File: src/rtl/wfq_pkg.sv
// Shared widths and FSM encoding for the WFQ weight/divide front end and its
// integration with wfq_engine.
package wfq_pkg;

   localparam int unsigned CLASS_WIDTH  = 5;
   localparam int unsigned WEIGHT_WIDTH = 16;
   localparam int unsigned PKT_WIDTH    = 16;

   typedef enum logic [1:0] {
      StIdle  = 2'd0,
      StDiv   = 2'd1,
      StIssue = 2'd2,
      StWait  = 2'd3
   } state_e;

endpackage

File: src/rtl/seq_restoring_div.sv
// Restoring divider, one quotient bit per cycle. quotient/remainder show the
// result of the step in progress, so they are final in the cycle done=1.
module seq_restoring_div
   import wfq_pkg::*;
#(
   parameter int unsigned DVD_WIDTH = wfq_pkg::PKT_WIDTH,
   parameter int unsigned DVS_WIDTH = wfq_pkg::WEIGHT_WIDTH
) (
   input  logic                 clk,
   input  logic                 rst,
   input  logic                 start,
   input  logic [DVD_WIDTH-1:0] dividend,
   input  logic [DVS_WIDTH-1:0] divisor,
   output logic                 done,
   output logic [DVD_WIDTH-1:0] quotient,
   output logic [DVS_WIDTH-1:0] remainder
);

   localparam int unsigned CntWidth = $clog2(DVD_WIDTH + 1);

   logic [DVD_WIDTH-1:0] dvd_q, dvd_d;
   logic [DVS_WIDTH-1:0] dvs_q, dvs_d;
   logic [DVS_WIDTH-1:0] rem_q, rem_d;
   logic [DVD_WIDTH-1:0] quo_q, quo_d;
   logic [CntWidth-1:0]  cnt_q, cnt_d;

   logic [DVS_WIDTH:0]   trial;
   logic [DVS_WIDTH:0]   diff;
   logic                 ge;
   logic [DVS_WIDTH-1:0] rem_step;
   logic [DVD_WIDTH-1:0] quo_step;

   always_comb begin
      trial    = {rem_q, dvd_q[DVD_WIDTH-1]};
      ge       = trial >= {1'b0, dvs_q};
      diff     = trial - {1'b0, dvs_q};
      // Both branches fit in DVS_WIDTH bits because the result is below the divisor.
      rem_step = ge ? diff[DVS_WIDTH-1:0] : trial[DVS_WIDTH-1:0];
      quo_step = {quo_q[DVD_WIDTH-2:0], ge};

      dvd_d = dvd_q;
      dvs_d = dvs_q;
      rem_d = rem_q;
      quo_d = quo_q;
      cnt_d = cnt_q;
      if (start) begin
         dvd_d = dividend;
         dvs_d = divisor;
         rem_d = '0;
         quo_d = '0;
         cnt_d = CntWidth'(DVD_WIDTH);
      end else if (cnt_q != '0) begin
         dvd_d = {dvd_q[DVD_WIDTH-2:0], 1'b0};
         rem_d = rem_step;
         quo_d = quo_step;
         cnt_d = cnt_q - CntWidth'(1);
      end
   end

   always_ff @(posedge clk) begin
      if (rst) begin
         dvd_q <= '0;
         dvs_q <= '0;
         rem_q <= '0;
         quo_q <= '0;
         cnt_q <= '0;
      end else begin
         dvd_q <= dvd_d;
         dvs_q <= dvs_d;
         rem_q <= rem_d;
         quo_q <= quo_d;
         cnt_q <= cnt_d;
      end
   end

   assign done      = (cnt_q == CntWidth'(1));
   assign quotient  = quo_step;
   assign remainder = rem_step;

endmodule

File: src/rtl/wfq_weight_div.sv
// Per-class weight table plus sequential length/weight divide, issuing one
// request at a time to the WFQ engine and waiting for its completion.
module wfq_weight_div #(
   parameter int unsigned CLASS_WIDTH  = wfq_pkg::CLASS_WIDTH,
   parameter int unsigned WEIGHT_WIDTH = wfq_pkg::WEIGHT_WIDTH,
   parameter int unsigned PKT_WIDTH    = wfq_pkg::PKT_WIDTH
) (
   input  logic                    clk,
   input  logic                    rst,
   input  logic                    in_valid,
   output logic                    in_ready,
   input  logic [CLASS_WIDTH-1:0]  in_class_id,
   input  logic [PKT_WIDTH-1:0]    in_pkt_len,
   input  logic                    cfg_wr_en,
   input  logic [CLASS_WIDTH-1:0]  cfg_class_id,
   input  logic [WEIGHT_WIDTH-1:0] cfg_weight,
   output logic                    out_valid,
   output logic [CLASS_WIDTH-1:0]  out_class_id,
   output logic [PKT_WIDTH-1:0]    out_quotient,
   output logic [WEIGHT_WIDTH-1:0] out_remain,
   input  logic                    eng_done
);

   import wfq_pkg::*;

   localparam int unsigned NumClasses = 2 ** CLASS_WIDTH;

   logic [WEIGHT_WIDTH-1:0] weight_q [NumClasses];
   logic [WEIGHT_WIDTH-1:0] weight_d [NumClasses];
   logic [WEIGHT_WIDTH-1:0] in_weight;

   state_e                  state_q, state_d;
   logic [CLASS_WIDTH-1:0]  class_q, class_d;
   logic [CLASS_WIDTH-1:0]  out_class_q, out_class_d;
   logic [PKT_WIDTH-1:0]    out_quo_q, out_quo_d;
   logic [WEIGHT_WIDTH-1:0] out_rem_q, out_rem_d;

   logic                    div_start;
   logic                    div_done;
   logic [PKT_WIDTH-1:0]    div_quotient;
   logic [WEIGHT_WIDTH-1:0] div_remainder;

   // Reads see the table before any same-cycle write.
   assign in_weight = weight_q[in_class_id];

   always_comb begin
      weight_d = weight_q;
      if (cfg_wr_en) begin
         weight_d[cfg_class_id] = cfg_weight;
      end
   end

   always_ff @(posedge clk) begin
      if (rst) begin
         for (int i = 0; i < NumClasses; i++) begin
            weight_q[i] <= WEIGHT_WIDTH'(1);
         end
      end else begin
         weight_q <= weight_d;
      end
   end

   always_comb begin
      state_d     = state_q;
      class_d     = class_q;
      out_class_d = out_class_q;
      out_quo_d   = out_quo_q;
      out_rem_d   = out_rem_q;
      div_start   = 1'b0;
      unique case (state_q)
         StIdle: begin
            if (in_valid) begin
               class_d = in_class_id;
               if (in_weight == '0) begin
                  state_d     = StIssue;
                  out_class_d = in_class_id;
                  out_quo_d   = '1;
                  out_rem_d   = '0;
               end else begin
                  div_start = 1'b1;
                  state_d   = StDiv;
               end
            end
         end
         StDiv: begin
            if (div_done) begin
               state_d     = StIssue;
               out_class_d = class_q;
               out_quo_d   = div_quotient;
               out_rem_d   = div_remainder;
            end
         end
         StIssue: state_d = StWait;
         StWait: begin
            if (eng_done) begin
               state_d = StIdle;
            end
         end
      endcase
   end

   always_ff @(posedge clk) begin
      if (rst) begin
         state_q     <= StIdle;
         class_q     <= '0;
         out_class_q <= '0;
         out_quo_q   <= '0;
         out_rem_q   <= '0;
      end else begin
         state_q     <= state_d;
         class_q     <= class_d;
         out_class_q <= out_class_d;
         out_quo_q   <= out_quo_d;
         out_rem_q   <= out_rem_d;
      end
   end

   seq_restoring_div #(
      .DVD_WIDTH (PKT_WIDTH),
      .DVS_WIDTH (WEIGHT_WIDTH)
   ) u_div (
      .clk       (clk),
      .rst       (rst),
      .start     (div_start),
      .dividend  (in_pkt_len),
      .divisor   (in_weight),
      .done      (div_done),
      .quotient  (div_quotient),
      .remainder (div_remainder)
   );

   assign in_ready     = (state_q == StIdle) && !rst;
   assign out_valid    = (state_q == StIssue);
   assign out_class_id = out_class_q;
   assign out_quotient = out_quo_q;
   assign out_remain   = out_rem_q;

endmodule

File: config.mk
export PLATFORM = sky130hd
export DESIGN_NAME = wfq_weight_div
export DESIGN_NICKNAME = d
export VERILOG_FILES = /design/src/rtl/wfq_pkg.sv /design/src/rtl/seq_restoring_div.sv /design/src/rtl/wfq_weight_div.sv
export SDC_FILE = /design/constraint.sdc
export NUM_CORES = 1
export LEC_CHECK = 0
export ABC_AREA = 0
export ABC_CLOCK_PERIOD_IN_PS = 3800
export BUFFER_PORTS_ARGS = -buffer_cell sky130_fd_sc_hd__buf_2
export CAP_MARGIN = 20
export CORE_ASPECT_RATIO = 0.5
export CORE_MARGIN = 2
export CORE_UTILIZATION = 54
export DETAILED_ROUTE_END_ITERATION = 8
export PLACE_DENSITY_LB_ADDON = 0.3
export SYNTH_ARGS = -nofsm -noshare
export SYNTH_HDL_FRONTEND = slang
export SYNTH_SLANG_ARGS = --single-unit
File: constraint.sdc
create_clock -name clk -period 3.8 [get_ports clk]
set_input_delay 0.19 -clock clk [delete_from_list [all_inputs] [get_ports clk]]
set_output_delay 0.19 -clock clk [all_outputs]
set_load 0.02 [all_outputs]
After elaboration in Yosys (flattened, before gate mapping)
Cells that the tools add are included.

word-level totals
  flip-flop bits (word level) = 624
  output and inout port bits = 39
  logic and storage cells = 102

cells by class
  add/sub/neg operators = 2
  magnitude comparators = 4
  equality and inequality tests = 8
  multiplexer cells = 31
  bitwise operators = 2
  reductions and logical operators = 12

operator list
  cell                                                                          count
  512-bit bitwise mux                                                           1
  16-bit 2-to-1 mux                                                             12
  16-bit binary-select mux with 5-bit select                                    1
  16-bit demux with 5-bit select                                                1
  16-bit one-hot mux with 2 select lines                                        2
  5-bit 2-to-1 mux                                                              5
  17-bit by 16-bit greater-or-equal comparator with 1-bit output                1
  16-bit zero test                                                              1
  16-bit subtractor                                                             1
  6-bit greater-or-equal comparator, second input constant                      2
  5-bit inverter with 6-bit output                                              2
  5-bit one-hot mux with 2 select lines                                         1
  2-bit 2-to-1 mux                                                              4
  2-bit != test, second input constant                                          4
  2-bit one-hot mux with 4 select lines                                         1
  6-bit by 1-bit less-than comparator with 1-bit output, second input constant  1
  5-bit by 1-bit == test with 1-bit output, second input constant               1
  5-bit nonzero test                                                            1
  5-bit by 1-bit subtractor with 5-bit output, second input constant            1
  2-bit == test, second input constant                                          2
  4-bit AND reduction                                                           1
  2-bit nonzero test                                                            2
  1-bit 2-to-1 mux                                                              3
  3-bit AND reduction                                                           1
  6 further kinds                                                               7

Longest topological paths before layout
  depth after elaboration = 9
  mapped depth = 14
  gate-level depth less buffers = 12

Modules after synthesis
From an unflattened synthesis, not the netlist that was laid out.

second synthesis, totals
  cells, all modules = 3662
  area total of the unflattened synthesis = 28623.7 um2

by module, submodules not included
  module             times used  cells an instance  area an instance (um2)  seq. area each (um2)
  wfq_weight_div     1           3155               24696.2                 11130.7
  seq_restoring_div  1           507                3927.5                  1361.3

Worst setup path before layout
Ideal clock, no wire load.

  kind = input to register
  from = in in_class_id[2]
  to = reg out_rem_q[2], in the netlist out_remain[2]
  arrival time = 3.278 ns
  data required time = 3.684 ns
  slack = 0.406 ns
  stages = 12
  cells stage by stage = buf_2 > buf_1 > clkbuf_1 > mux4_2 > a221oi_1 > nand3_1 > nor4_4 > o221ai_2 > o41ai_4 > nand2_1 > buf_2 > a31o_1

between the ends
  longest elaborated chain between the ends = 7

RTL lines
  element                                                 RTL line               text
  start, declared                                         wfq_weight_div.sv:12   input logic [CLASS_WIDTH-1:0] in_class_id,
  5-bit inverter with 6-bit output (implied by the code)  wfq_weight_div.sv:44   assign in_weight = weight_q[in_class_id];
  16-bit binary-select mux with 5-bit select              wfq_weight_div.sv:44
  16-bit 2-to-1 mux (implied by the code) (2 in a row)    wfq_weight_div.sv:44
  16-bit zero test                                        wfq_weight_div.sv:74   if (in_weight == '0) begin
  2-bit != test (no source line)                          n/a
  4-bit AND reduction (no source line)                    n/a
  end signal, assigned                                    wfq_weight_div.sv:114  out_rem_q <= out_rem_d;
  end, declared                                           wfq_weight_div.sv:36   logic [WEIGHT_WIDTH-1:0] out_rem_q, out_rem_d;

Every way passes these cells. The select of a mux whose other input is x is not followed.
A chain may end at the register's enable or synchronous reset.

Worst setup path in the final report
  from = reg weight_q[259] (netlist name)
  to = reg out_rem_q[6], in the netlist out_remain[6]

between the ends
  longest elaborated chain between the ends = 6

RTL lines
  element                                               RTL line              text
  start, declared                                       wfq_weight_div.sv:28  logic [WEIGHT_WIDTH-1:0] weight_q [NumClasses];
  start signal, assigned                                wfq_weight_div.sv:59  weight_q <= weight_d;
  16-bit binary-select mux with 5-bit select            wfq_weight_div.sv:44
  16-bit 2-to-1 mux (implied by the code) (2 in a row)  wfq_weight_div.sv:44
  16-bit zero test                                      wfq_weight_div.sv:74
  2-bit != test (no source line)                        n/a
  4-bit AND reduction (no source line)                  n/a

Every way passes these cells. The select of a mux whose other input is x is not followed.

==> impl_metrics.json <==
{
  "path_clk_slew_ps": 70,
  "seq_area_frac_synth_pct": 43.82,
  "worstSetupPathType": "flip-flop to flip-flop",
  "place_congestion": 0.9429,
  "grt_antenna_before_repair": 10,
  "dp.cells": 4221,
  "fin_crit_ps": 3370,
  "synth_warnings": 0,
  "final_antenna_net_count": 0,
  "track_usage_pct": 31.79,
  "p_leak_nw": 11.26,
  "dieWidth_um": 328.9,
  "setup_ws_ps": 429.9,
  "wl_per_cell_um": 20.55,
  "netlist_area_um2": 28510,
  "place_area_um2": 29770,
  "synth-seq-cells": 624,
  "timing.final.crit_share_pct": 88.69,
  "drive_above_1_share_pct": 11.75,
  "start_util_pct": 54.78,
  "hold_viol": 0,
  "fin_setup_tns_ps": 0,
  "drt_iter0_drc": 3093,
  "cts_max_path_buffers": 3,
  "synth.area.top_cells": "dfxtp_1, nand2_1, a21oi_1, mux4_2, mux2i_1",
  "clkSinkCount": 624,
  "postLayoutCoreUtil_pct": 61.10,
  "worstSetupEndpointType": "flip-flop",
  "fmax_mhz": 296.7,
  "grt-ovfl-total": 0,
  "grt_pass1_wl_um": 138400,
  "layoutNonFillerInstCount": 4343,
  "synth.distinct_cells": 69,
  "synth_nets": 3676,
  "insertion_delay_ps": 600,
  "irDropWorstVdd_mv": 0.3878,
  "place_ws_ps": 40.64,
  "r2r-end": "out_remain[6]",
  "n_fill_cell": 4472,
  "die_h_um": 166.5,
  "design.portCount": 86,
  "synth_edf_count": 0,
  "area_growth_pct": 11.53,
  "syn_area_per_cell_um2": 7.910,
  "vias": 26136,
  "rsz0062_at_grt": "no",
  "hp-start": "in_valid",
  "numCtsBuffers": 55,
  "drtPass1Iterations": 6,
  "die_area_um2": 54760,
  "rows": 59,
  "yosysTopAreaCell": "dfxtp_1",
  "grt_max_degree": 187,
  "netlist_instances": 3604,
  "cts-htree-levels": 2,
  "core_area_um2": 52040,
  "cts_tree": "done",
  "nets": 3666,
  "reg2reg_from": "weight_q[259]",
  "power_density_nw_per_um2": 523.4,
  "dp_hpwl_um": 58130,
  "postCtsSetupRepairBufs": 0,
  "clock_skew_ps": 22.46,
  "cp.required_ps": 4350,
  "port_buffers": 85,
  "hold_depth": 4,
  "path_max_fanout": 12,
  "status": "complete, no violations",
  "slew_headroom_pct": 22.47,
  "maxCapViolations": 0,
  "slew_violations": 0,
  "yosys.area.top_type_share_pct": 43.82,
  "root_buffer": "clkbuf_16",
  "critPathLaunchType": "flip-flop",
  "worstPathArrival_ps": 3920,
  "reg2regPathDepth": 10,
  "rrSetupSlack_ps": 430,
  "synth_flop_cell": "dfxtp_1",
  "via_per_inst": 6.018,
  "drc": 0,
  "min_delay_worst_endpoint": "class_q[4]",
  "synthArstFlopShare_pct": 0,
  "grt_pass1_vias": 24289,
  "setup_viol": 0,
  "routed_wl_um": 89240,
  "tightest_slew_ps": 1162,
  "design_area_um2": 31800,
  "min_path_type": "input port to flip-flop"
}
[through the flow]
step / hold WS, ps / power (mW)
4_1_cts: 60.05 / 16.62
6_report: 85.53 / 16.64
5_1_grt: 113.6 / 17.34
2_1_floorplan: 314.0 / 9.826
3_3_place_gp: 438.5 / 10.81
3_5_place_dp: 443.9 / 10.88
[registers in the layout, indices dropped and copies added (netlist names), 15 cells and up]
register      flops
u_div.quo_q      15
u_div.rem_q      16
u_div.dvd_q      16
out_quotient     16
u_div.dvs_q      16
out_remain       16
weight_q        512
[cell usage in the layout (no fill, tap or decap), types with 14 or more instances in the layout]
master,count
dfxtp_1,624
a211oi_1,47
a21oi_1,575
buf_4,102
a22oi_1,33
mux2_2,27
a311oi_1,24
clkbuf_16,57
nand3_1,91
nor2b_1,26
mux2i_1,137
mux4_2,64
buf_2,82
buf_12,14
inv_1,47
nand2_1,1191
o21ai_0,44
dlygate4sd3_1,17
clkbuf_1,16
nor3_1,36
ha_1,24
nor2_1,138
[synthesized netlist by cell type (5+ instances only)]
cell	number
a211oi_1	47
a21oi_1	575
a21oi_2	10
a221oi_1	6
a22o_1	8
a22oi_1	33
a311oi_1	24
a311oi_2	10
a31o_1	8
and2_1	7
buf_1	14
buf_2	31
buf_6	6
clkbuf_1	235
dfxtp_1	624
ha_1	24
inv_1	47
mux2_2	27
mux2i_1	137
mux4_2	64
nand2_1	1192
nand3_1	91
nand4_1	7
nor2_1	144
nor2b_1	26
nor3_1	36
nor3b_1	6
nor4_1	9
o21ai_0	44
o22ai_1	13
o31ai_1	11
or2_2	5
xnor2_1	8
xor2_1	5
[routing by layer]
layer	routed length, µm	GRT usage (%)	vias up
met5	24	0.5217	-
met2	39020	48.60	1310
li1	-	-	12219
met3	9918	7.397	230
met4	3266	11.22	4
met1	37010	43.99	12373
[repair_timing]
item,4_1_cts,5_1_grt
hold endpoints to repair,42,0
hold buffers,17,0
resized for setup,0,0
[worst max-delay path: stages (launching register included)]
cell and delay [ps]:
dfxtp_1 320, mux4_2 460, a22o_1 270, a221oi_1 370, nand3_1 220, nor4_4 250
o221ai_2 280, o41a_1 540, buf_12 190, nor4_1 310, a31o_1 140
[area by class of cell]
class / instances / area [µm²] / share of cell area (%)
Timing Repair Buffer: 220 / 1687 / 5.304
Antenna cell: 7 / 17.52 / 0.05509
Sequential cell: 624 / 12490 / 39.29
Clock buffer: 84 / 1638 / 5.151
Tap cell: 701 / 877.1 / 2.758
Clock inverter: 14 / 198.9 / 0.6257
Inverter: 49 / 183.9 / 0.5784
Multi-Input combinational cell: 2644 / 14700 / 46.24
[cells by family after synthesis]
family / count (synthesis) / synth area share, %
simple gates: 1545 / 21.80
fa+ha+maj: 25 / 1.124
compound gates: 832 / 17.16
xor+xnor: 13 / 0.3994
flops: 624 / 43.82
mux: 229 / 10.97
buf+inv: 336 / 4.731
[power breakdown]
part / switching, mW / internal [mW]
sequential: 0.177 / 6.84
clock: 2.53 / 3.30
combinational: 2.43 / 1.37
total: 5.14 / 11.5
[worst max path at each step]
stage / cells past startpoint / endpoint / start / slack, ps
after floorplan: 12 / out_remain[2] / in_class_id[2] / 410
after global placement: 12 / out_remain[8] / in_class_id[1] / 140
after detailed placement: 11 / out_remain[6] / in_class_id[1] / 40
after CTS: 10 / out_remain[6] / weight_q[293] / 480
after global routing: 10 / out_remain[6] / weight_q[259] / 270
final: 10 / out_remain[6] / weight_q[259] / 430
Note: power is estimated with default switching activity, not from simulation.
